`src/rtl/uart_tx_fifo_if.sv`:
```
// Host/framer-side signal bundle for uart_tx_fifo.
// LEVEL only exists when UART_TX_FIFO_LEVEL_EN is defined.
interface uart_tx_fifo_if #(
    parameter int unsigned DATA_W = 8,
    parameter int unsigned DEPTH  = 8
);
    localparam int unsigned AW = $clog2(DEPTH);

    logic              WR_EN;
    logic [DATA_W-1:0] WR_DATA;
    logic              OVF_CLR;
    logic              busy;
    logic              FULL;
    logic              EMPTY;
    logic              OVERFLOW;
    logic              transmit;
    logic [DATA_W-1:0] TX_DATA;
`ifdef UART_TX_FIFO_LEVEL_EN
    logic [AW:0]       LEVEL;
`endif

`ifdef UART_TX_FIFO_LEVEL_EN
    modport master (output WR_EN, WR_DATA, OVF_CLR, busy,
                    input  FULL, EMPTY, OVERFLOW, transmit, TX_DATA, LEVEL);
    modport slave  (input  WR_EN, WR_DATA, OVF_CLR, busy,
                    output FULL, EMPTY, OVERFLOW, transmit, TX_DATA, LEVEL);
`else
    modport master (output WR_EN, WR_DATA, OVF_CLR, busy,
                    input  FULL, EMPTY, OVERFLOW, transmit, TX_DATA);
    modport slave  (input  WR_EN, WR_DATA, OVF_CLR, busy,
                    output FULL, EMPTY, OVERFLOW, transmit, TX_DATA);
`endif
endinterface

```
`src/rtl/uart_tx_fifo.sv`:
```
// Character FIFO feeding a UART TX framer through a transmit/busy launch handshake.
// Optional LEVEL occupancy output enabled by defining UART_TX_FIFO_LEVEL_EN.
module uart_tx_fifo #(
    parameter int unsigned DATA_W = 8,
    parameter int unsigned DEPTH  = 8
) (
    input  logic           CLK,
    input  logic           RST,
    uart_tx_fifo_if.slave  bus
);
    localparam int unsigned AW = $clog2(DEPTH);
    localparam logic [AW:0]   FullCnt = DEPTH[AW:0];
    localparam logic [AW:0]   CntOne  = 1;
    localparam logic [AW-1:0] PtrOne  = 1;

    typedef enum logic [1:0] {StIdle = 2'b00, StReq = 2'b01, StSend = 2'b10} state_e;

    logic [DATA_W-1:0] mem [DEPTH];
    logic [AW-1:0]     wptr_q, rptr_q;
    logic [AW:0]       count_q;
    logic              ovf_q;
    logic              transmit_q;
    logic [DATA_W-1:0] tx_data_q;
    state_e            state_q;

    logic full, empty, push, pop;

    assign full  = (count_q == FullCnt);
    assign empty = (count_q == '0);
    assign push  = bus.WR_EN & ~full;
    // Pops only from IDLE, which also enforces the gap after busy falls.
    assign pop   = (state_q == StIdle) & ~empty & ~bus.busy;

    always_ff @(posedge CLK) begin
        if (push) mem[wptr_q] <= bus.WR_DATA;
    end

    always_ff @(posedge CLK or negedge RST) begin
        if (!RST) begin
            wptr_q  <= '0;
            rptr_q  <= '0;
            count_q <= '0;
            ovf_q   <= 1'b0;
        end else begin
            if (push) wptr_q <= wptr_q + PtrOne;
            if (pop)  rptr_q <= rptr_q + PtrOne;
            case ({push, pop})
                2'b10:   count_q <= count_q + CntOne;
                2'b01:   count_q <= count_q - CntOne;
                default: count_q <= count_q;
            endcase
            // A dropped write wins over a simultaneous clear.
            if (bus.WR_EN && full) ovf_q <= 1'b1;
            else if (bus.OVF_CLR)  ovf_q <= 1'b0;
        end
    end

    always_ff @(posedge CLK or negedge RST) begin
        if (!RST) begin
            state_q    <= StIdle;
            transmit_q <= 1'b0;
            tx_data_q  <= '0;
        end else begin
            case (state_q)
                StIdle: begin
                    transmit_q <= 1'b0;
                    if (pop) begin
                        state_q    <= StReq;
                        transmit_q <= 1'b1;
                        tx_data_q  <= mem[rptr_q];
                    end
                end
                StReq: begin
                    transmit_q <= 1'b1;
                    if (bus.busy) begin
                        transmit_q <= 1'b0;
                        state_q    <= StSend;
                    end
                end
                StSend: begin
                    transmit_q <= 1'b0;
                    if (!bus.busy) state_q <= StIdle;
                end
                default: begin
                    state_q    <= StIdle;
                    transmit_q <= 1'b0;
                end
            endcase
        end
    end

    assign bus.FULL     = full;
    assign bus.EMPTY    = empty;
    assign bus.OVERFLOW = ovf_q;
    assign bus.transmit = transmit_q;
    assign bus.TX_DATA  = tx_data_q;
`ifdef UART_TX_FIFO_LEVEL_EN
    assign bus.LEVEL    = count_q;
`endif

endmodule

```
`src/flat_wrapper.sv`:
```
// flat-port wrapper written by rule: the top's interface ports become plain ports
module uart_tx_fifo_flat 
#(
    parameter int unsigned DATA_W = 8,
    parameter int unsigned DEPTH  = 8
)
  (CLK, RST, bus_WR_EN, bus_WR_DATA, bus_OVF_CLR, bus_busy, bus_FULL, bus_EMPTY, bus_OVERFLOW, bus_transmit, bus_TX_DATA);
  uart_tx_fifo_if #(.DATA_W(DATA_W), .DEPTH(DEPTH)) bus_i ();
  input  logic CLK;
  input  logic RST;
  input wire logic [$bits(bus_i.WR_EN)-1:0] bus_WR_EN;
  input wire logic [$bits(bus_i.WR_DATA)-1:0] bus_WR_DATA;
  input wire logic [$bits(bus_i.OVF_CLR)-1:0] bus_OVF_CLR;
  input wire logic [$bits(bus_i.busy)-1:0] bus_busy;
  output wire logic [$bits(bus_i.FULL)-1:0] bus_FULL;
  output wire logic [$bits(bus_i.EMPTY)-1:0] bus_EMPTY;
  output wire logic [$bits(bus_i.OVERFLOW)-1:0] bus_OVERFLOW;
  output wire logic [$bits(bus_i.transmit)-1:0] bus_transmit;
  output wire logic [$bits(bus_i.TX_DATA)-1:0] bus_TX_DATA;
  assign bus_i.WR_EN = bus_WR_EN;
  assign bus_i.WR_DATA = bus_WR_DATA;
  assign bus_i.OVF_CLR = bus_OVF_CLR;
  assign bus_i.busy = bus_busy;
  assign bus_FULL = bus_i.FULL;
  assign bus_EMPTY = bus_i.EMPTY;
  assign bus_OVERFLOW = bus_i.OVERFLOW;
  assign bus_transmit = bus_i.transmit;
  assign bus_TX_DATA = bus_i.TX_DATA;
  uart_tx_fifo #(.DATA_W(DATA_W), .DEPTH(DEPTH)) u_core (.CLK(CLK), .RST(RST), .bus(bus_i));
endmodule
```
`config.mk`:
```
export PLATFORM = sky130hd
export DESIGN_NAME = uart_tx_fifo_flat
export DESIGN_NICKNAME = d
export VERILOG_FILES = /design/src/rtl/uart_tx_fifo_if.sv /design/src/rtl/uart_tx_fifo.sv /design/src/flat_wrapper.sv
export SDC_FILE = /design/constraint.sdc
export NUM_CORES = 1
export LEC_CHECK = 0
export BUFFER_PORTS_ARGS = -buffer_cell sky130_fd_sc_hd__buf_2
export CORE_UTILIZATION = 50
export CTS_CLUSTER_SIZE = 28
export DETAILED_ROUTE_END_ITERATION = 10
export PLACE_DENSITY = 0.68
export SYNTH_ARGS = -nofsm -noshare
export SYNTH_HDL_FRONTEND = slang
export SYNTH_SLANG_ARGS = --single-unit
```
`constraint.sdc`:
```
create_clock -name CLK -period 2.5 [get_ports CLK]
set_input_delay 0.25 -clock CLK [delete_from_list [all_inputs] [get_ports CLK]]
set_output_delay 0.25 -clock CLK [all_outputs]
set_load 0.02 [all_outputs]
```
==> impl_results.md <==
* Root buffer cell: clkbuf_8
* Die ar. at 7174 sq um
* WP data required at 2.74 ns
* H-tree depth at 3
* Largest net degree at the start of global routing at 23
* Row cnt at 29
* Maximum Capacitance Violations at 0
* DR iter-0 viols at 142
* Sequential fraction of the synthesis area at 0.7230
* Final setup fails at 0
* NumNets Final at 254
* Clock Latency Late Sink at 0.35 ns
* Slew margin rel. at 0.4932
* WL/cell at 18.20 um
* Core area at 6459 sq um
* I/O pins at 25
* Crit path largest cell delay at 0.48 ns
* Fill count at 480
* Critical Path Start Type: register
* Outcome: finished with violations
* Via count at 1742
* Max Freq at 424.2 MHz
* Initial antenna violation count at 0
* PwrDens at 1137 nW/um^2
* Cell accounting for the most synthesized area: edfxtp_1
* CTS tree: done
* Violated checks: DRC
* Pwr Total at 4.481 mW
* PortBufs at 24
* Worst Tran Pin Value at 0.7602 ns
* HPWL Detailed at 3.932 mm
* Antenna-violating nets left at 0
* Synthesis Warnings at 0
* Hold slack at 0.08203 ns
* Gr ovfl total at 0
* Worst clock skew at 0.005769 ns
* RSZ-0062 raised after global routing: false
* Initial core utilization at 0.5294
* Vias in the first global route at 1826
* Maximum vdd drop at 0.4833 mV
* Synth cell types at 32
* Crit Path Category: reg2reg
* Flops & latches, synth at 86
* Setup WS post-layout at 0.1428 ns
* # DRC at 2
* Worst path slowest cell: dfrtp_2
* Total Routing Usage GR at 0.1856
* Crit path cell chain: nor4_4, or4_1, inv_2, ha_1, xor2_1, ha_1, a21oi_1, xor2_1, nor2_1, xor2_1
* Share of layout cells above drive strength 1 at 0.3278
* Fin area at 3941 sq um
* Post-Syn Area at 3420 sq um
* Asr flop ratio synth at 0.2558
* Clock-pin transition on the worst setup and hold timing paths at 0.09 ns
* Setup TNS Final at 0 ns
* Final GP Congestion at 0.7393
* First-pass GRT wire length at 9.480 mm
* Mapped Avg Cell Area at 17.81 sq um
* Worst Setup End Kind: register
* Max clock buf depth at 2
* Mapped Cells at 192
* Leakage at 1.479 nW
* Main synth FF type: edfxtp_1
* Area after DPL at 3710 sq um
* Ratio of final minimum period to clock period at 0.9429
* Finished Layout Cells at 318
* Final Util at 0.6102
* Min Tclk post-route at 2.357 ns
* DRT Pass-1 Iters at 9
* Via/cell ratio at 5.478
* Area growth syn-to-layout at 15.26%
* Clock sink count at 86
* Worst Hold Class: in2reg
* Multi-input gate area at 900.9 sq um
* Post-place setup slack at 0.03277 ns
* Register area at 2476 sq um
* Chip Height at 84.70 um
* Most used cell, CP: xor2_1
* Num CTS Buffers at 9
* Top cells by area in the synthesized netlist: edfxtp_1, dfrtp_1, mux4_2
* Die width at 84.70 um
* Cell Count Post-Placement at 299
* Antenna diodes at 0
* Worst path arrival time at 2.59 ns
* Worst-path maximum fanout at 7
* WL final at 5.788 mm
* Share of the synthesized area in the top cell type at 0.5620
* Post-Syn Nets at 210
* Final Max Slew Viols at 0
* Final Hold Fails at 0
* EDFF count, synth at 64
-- cell usage in the layout, fill, tap and decap left out, types with 3 or more instances in the layout --
cell / netlist / layout
nor2_1: 4 / 4
inv_6: 0 / 4
dfrtp_1: 22 / 19
edfxtp_1: 64 / 64
buf_2: 3 / 24
nand2b_1: 3 / 3
xor2_1: 4 / 4
buf_4: 2 / 16
dfrtp_2: 0 / 3
o21ai_0: 10 / 10
clkbuf_8: 0 / 9
xnor2_1: 6 / 6
ha_1: 5 / 5
nand2_1: 20 / 20
mux2i_1: 8 / 8
nor3_1: 4 / 4
mux4_2: 16 / 16
-- report_power, final --
| part | internal (mW) | total (mW) | leakage [nW] | switching (mW) |
|---|---|---|---|---|
| clock | 0.476 | 0.991 | 0.105 | 0.515 |
| combinational | 0.672 | 1.33 | 0.528 | 0.660 |
| sequential | 1.86 | 2.16 | 0.846 | 0.295 |
-- registers in the layout, indices dropped and copies added (netlist names) --
| signal | cells |
|---|---|
| u_core.bus.OVERFLOW | 1 |
| u_core.bus.TX_DATA | 8 |
| u_core.bus.transmit | 1 |
| u_core.count_q | 4 |
| u_core.mem | 64 |
| u_core.rptr_q | 3 |
| u_core.state_q | 2 |
| u_core.wptr_q | 3 |
-- path summary, 6_finish.rpt --
path                                              startpoint  cells past startpoint  slack (ns)                           endpoint
setup / recovery               u_core.count_q[1]$_DFFE_PN0P_                     10        0.14      u_core.count_q[2]$_DFFE_PN0P_
hold / removal                                   bus_OVF_CLR                      2        0.08    u_core.bus.OVERFLOW$_DFFE_PN0P_
setup reg to reg               u_core.count_q[1]$_DFFE_PN0P_                     10        0.14      u_core.count_q[2]$_DFFE_PN0P_
hold reg to reg            u_core.bus.TX_DATA[0]$_DFFE_PN0P_                      2        0.49  u_core.bus.TX_DATA[0]$_DFFE_PN0P_
max in group asynchronous                                RST                      2        1.76      u_core.count_q[1]$_DFFE_PN0P_
min in group asynchronous                                RST                      2        0.39  u_core.bus.TX_DATA[3]$_DFFE_PN0P_
-- final cells by class --
class,instances,area share
Multi-Input combinational cell,94,0.2286
Clock inverter,7,0.02000
Tap cell,77,0.02444
Sequential cell,86,0.6283
Timing Repair Buffer,41,0.06349
Clock buffer,9,0.03143
Inverter,4,0.003810
-- cell usage after synthesis (2+ instances only) --
library cell,number
a211oi_1,2
a21oi_1,2
buf_2,3
buf_4,2
dfrtp_1,22
edfxtp_1,64
ha_1,5
inv_1,2
mux2i_1,8
mux4_2,16
nand2_1,20
nand2b_1,3
nor2_1,4
nor3_1,4
o21ai_0,10
xnor2_1,6
xor2_1,4
-- kinds of logic after synthesis --
| kind of cell | after synthesis | synth area share |
|---|---|---|
| fa+ha+maj | 5 | 0.01829 |
| simple gates | 39 | 0.05855 |
| xor+xnor | 10 | 0.02561 |
| mux | 25 | 0.1321 |
| buf+inv | 12 | 0.01865 |
| flops | 86 | 0.7230 |
| compound gates | 15 | 0.02378 |
-- per-layer routing --
metal  wire, um  GRT usage  up-vias
li1           -          -      820
met5          0          0        -
met1       2302     0.2275      870
met4         91    0.08475        0
met2       3134     0.3215       43
met3        260    0.03540        9
-- what timing repair did --
action,CTS,global route
hold buffers,1,0
setup endpoints to repair,0,1
setup buffers,0,2
hold endpoints to repair,22,0
gates resized for setup,0,3
-- critical path: cells and delay by family (launching register included) --
kind / cells / cell delay [ns]
simple gates: 3 / 0.60
flops: 1 / 0.48
fa+ha+maj: 2 / 0.47
xor+xnor: 3 / 0.42
compound gates: 1 / 0.15
buf+inv: 1 / 0.12
Power figures use the tool's default switching activity.
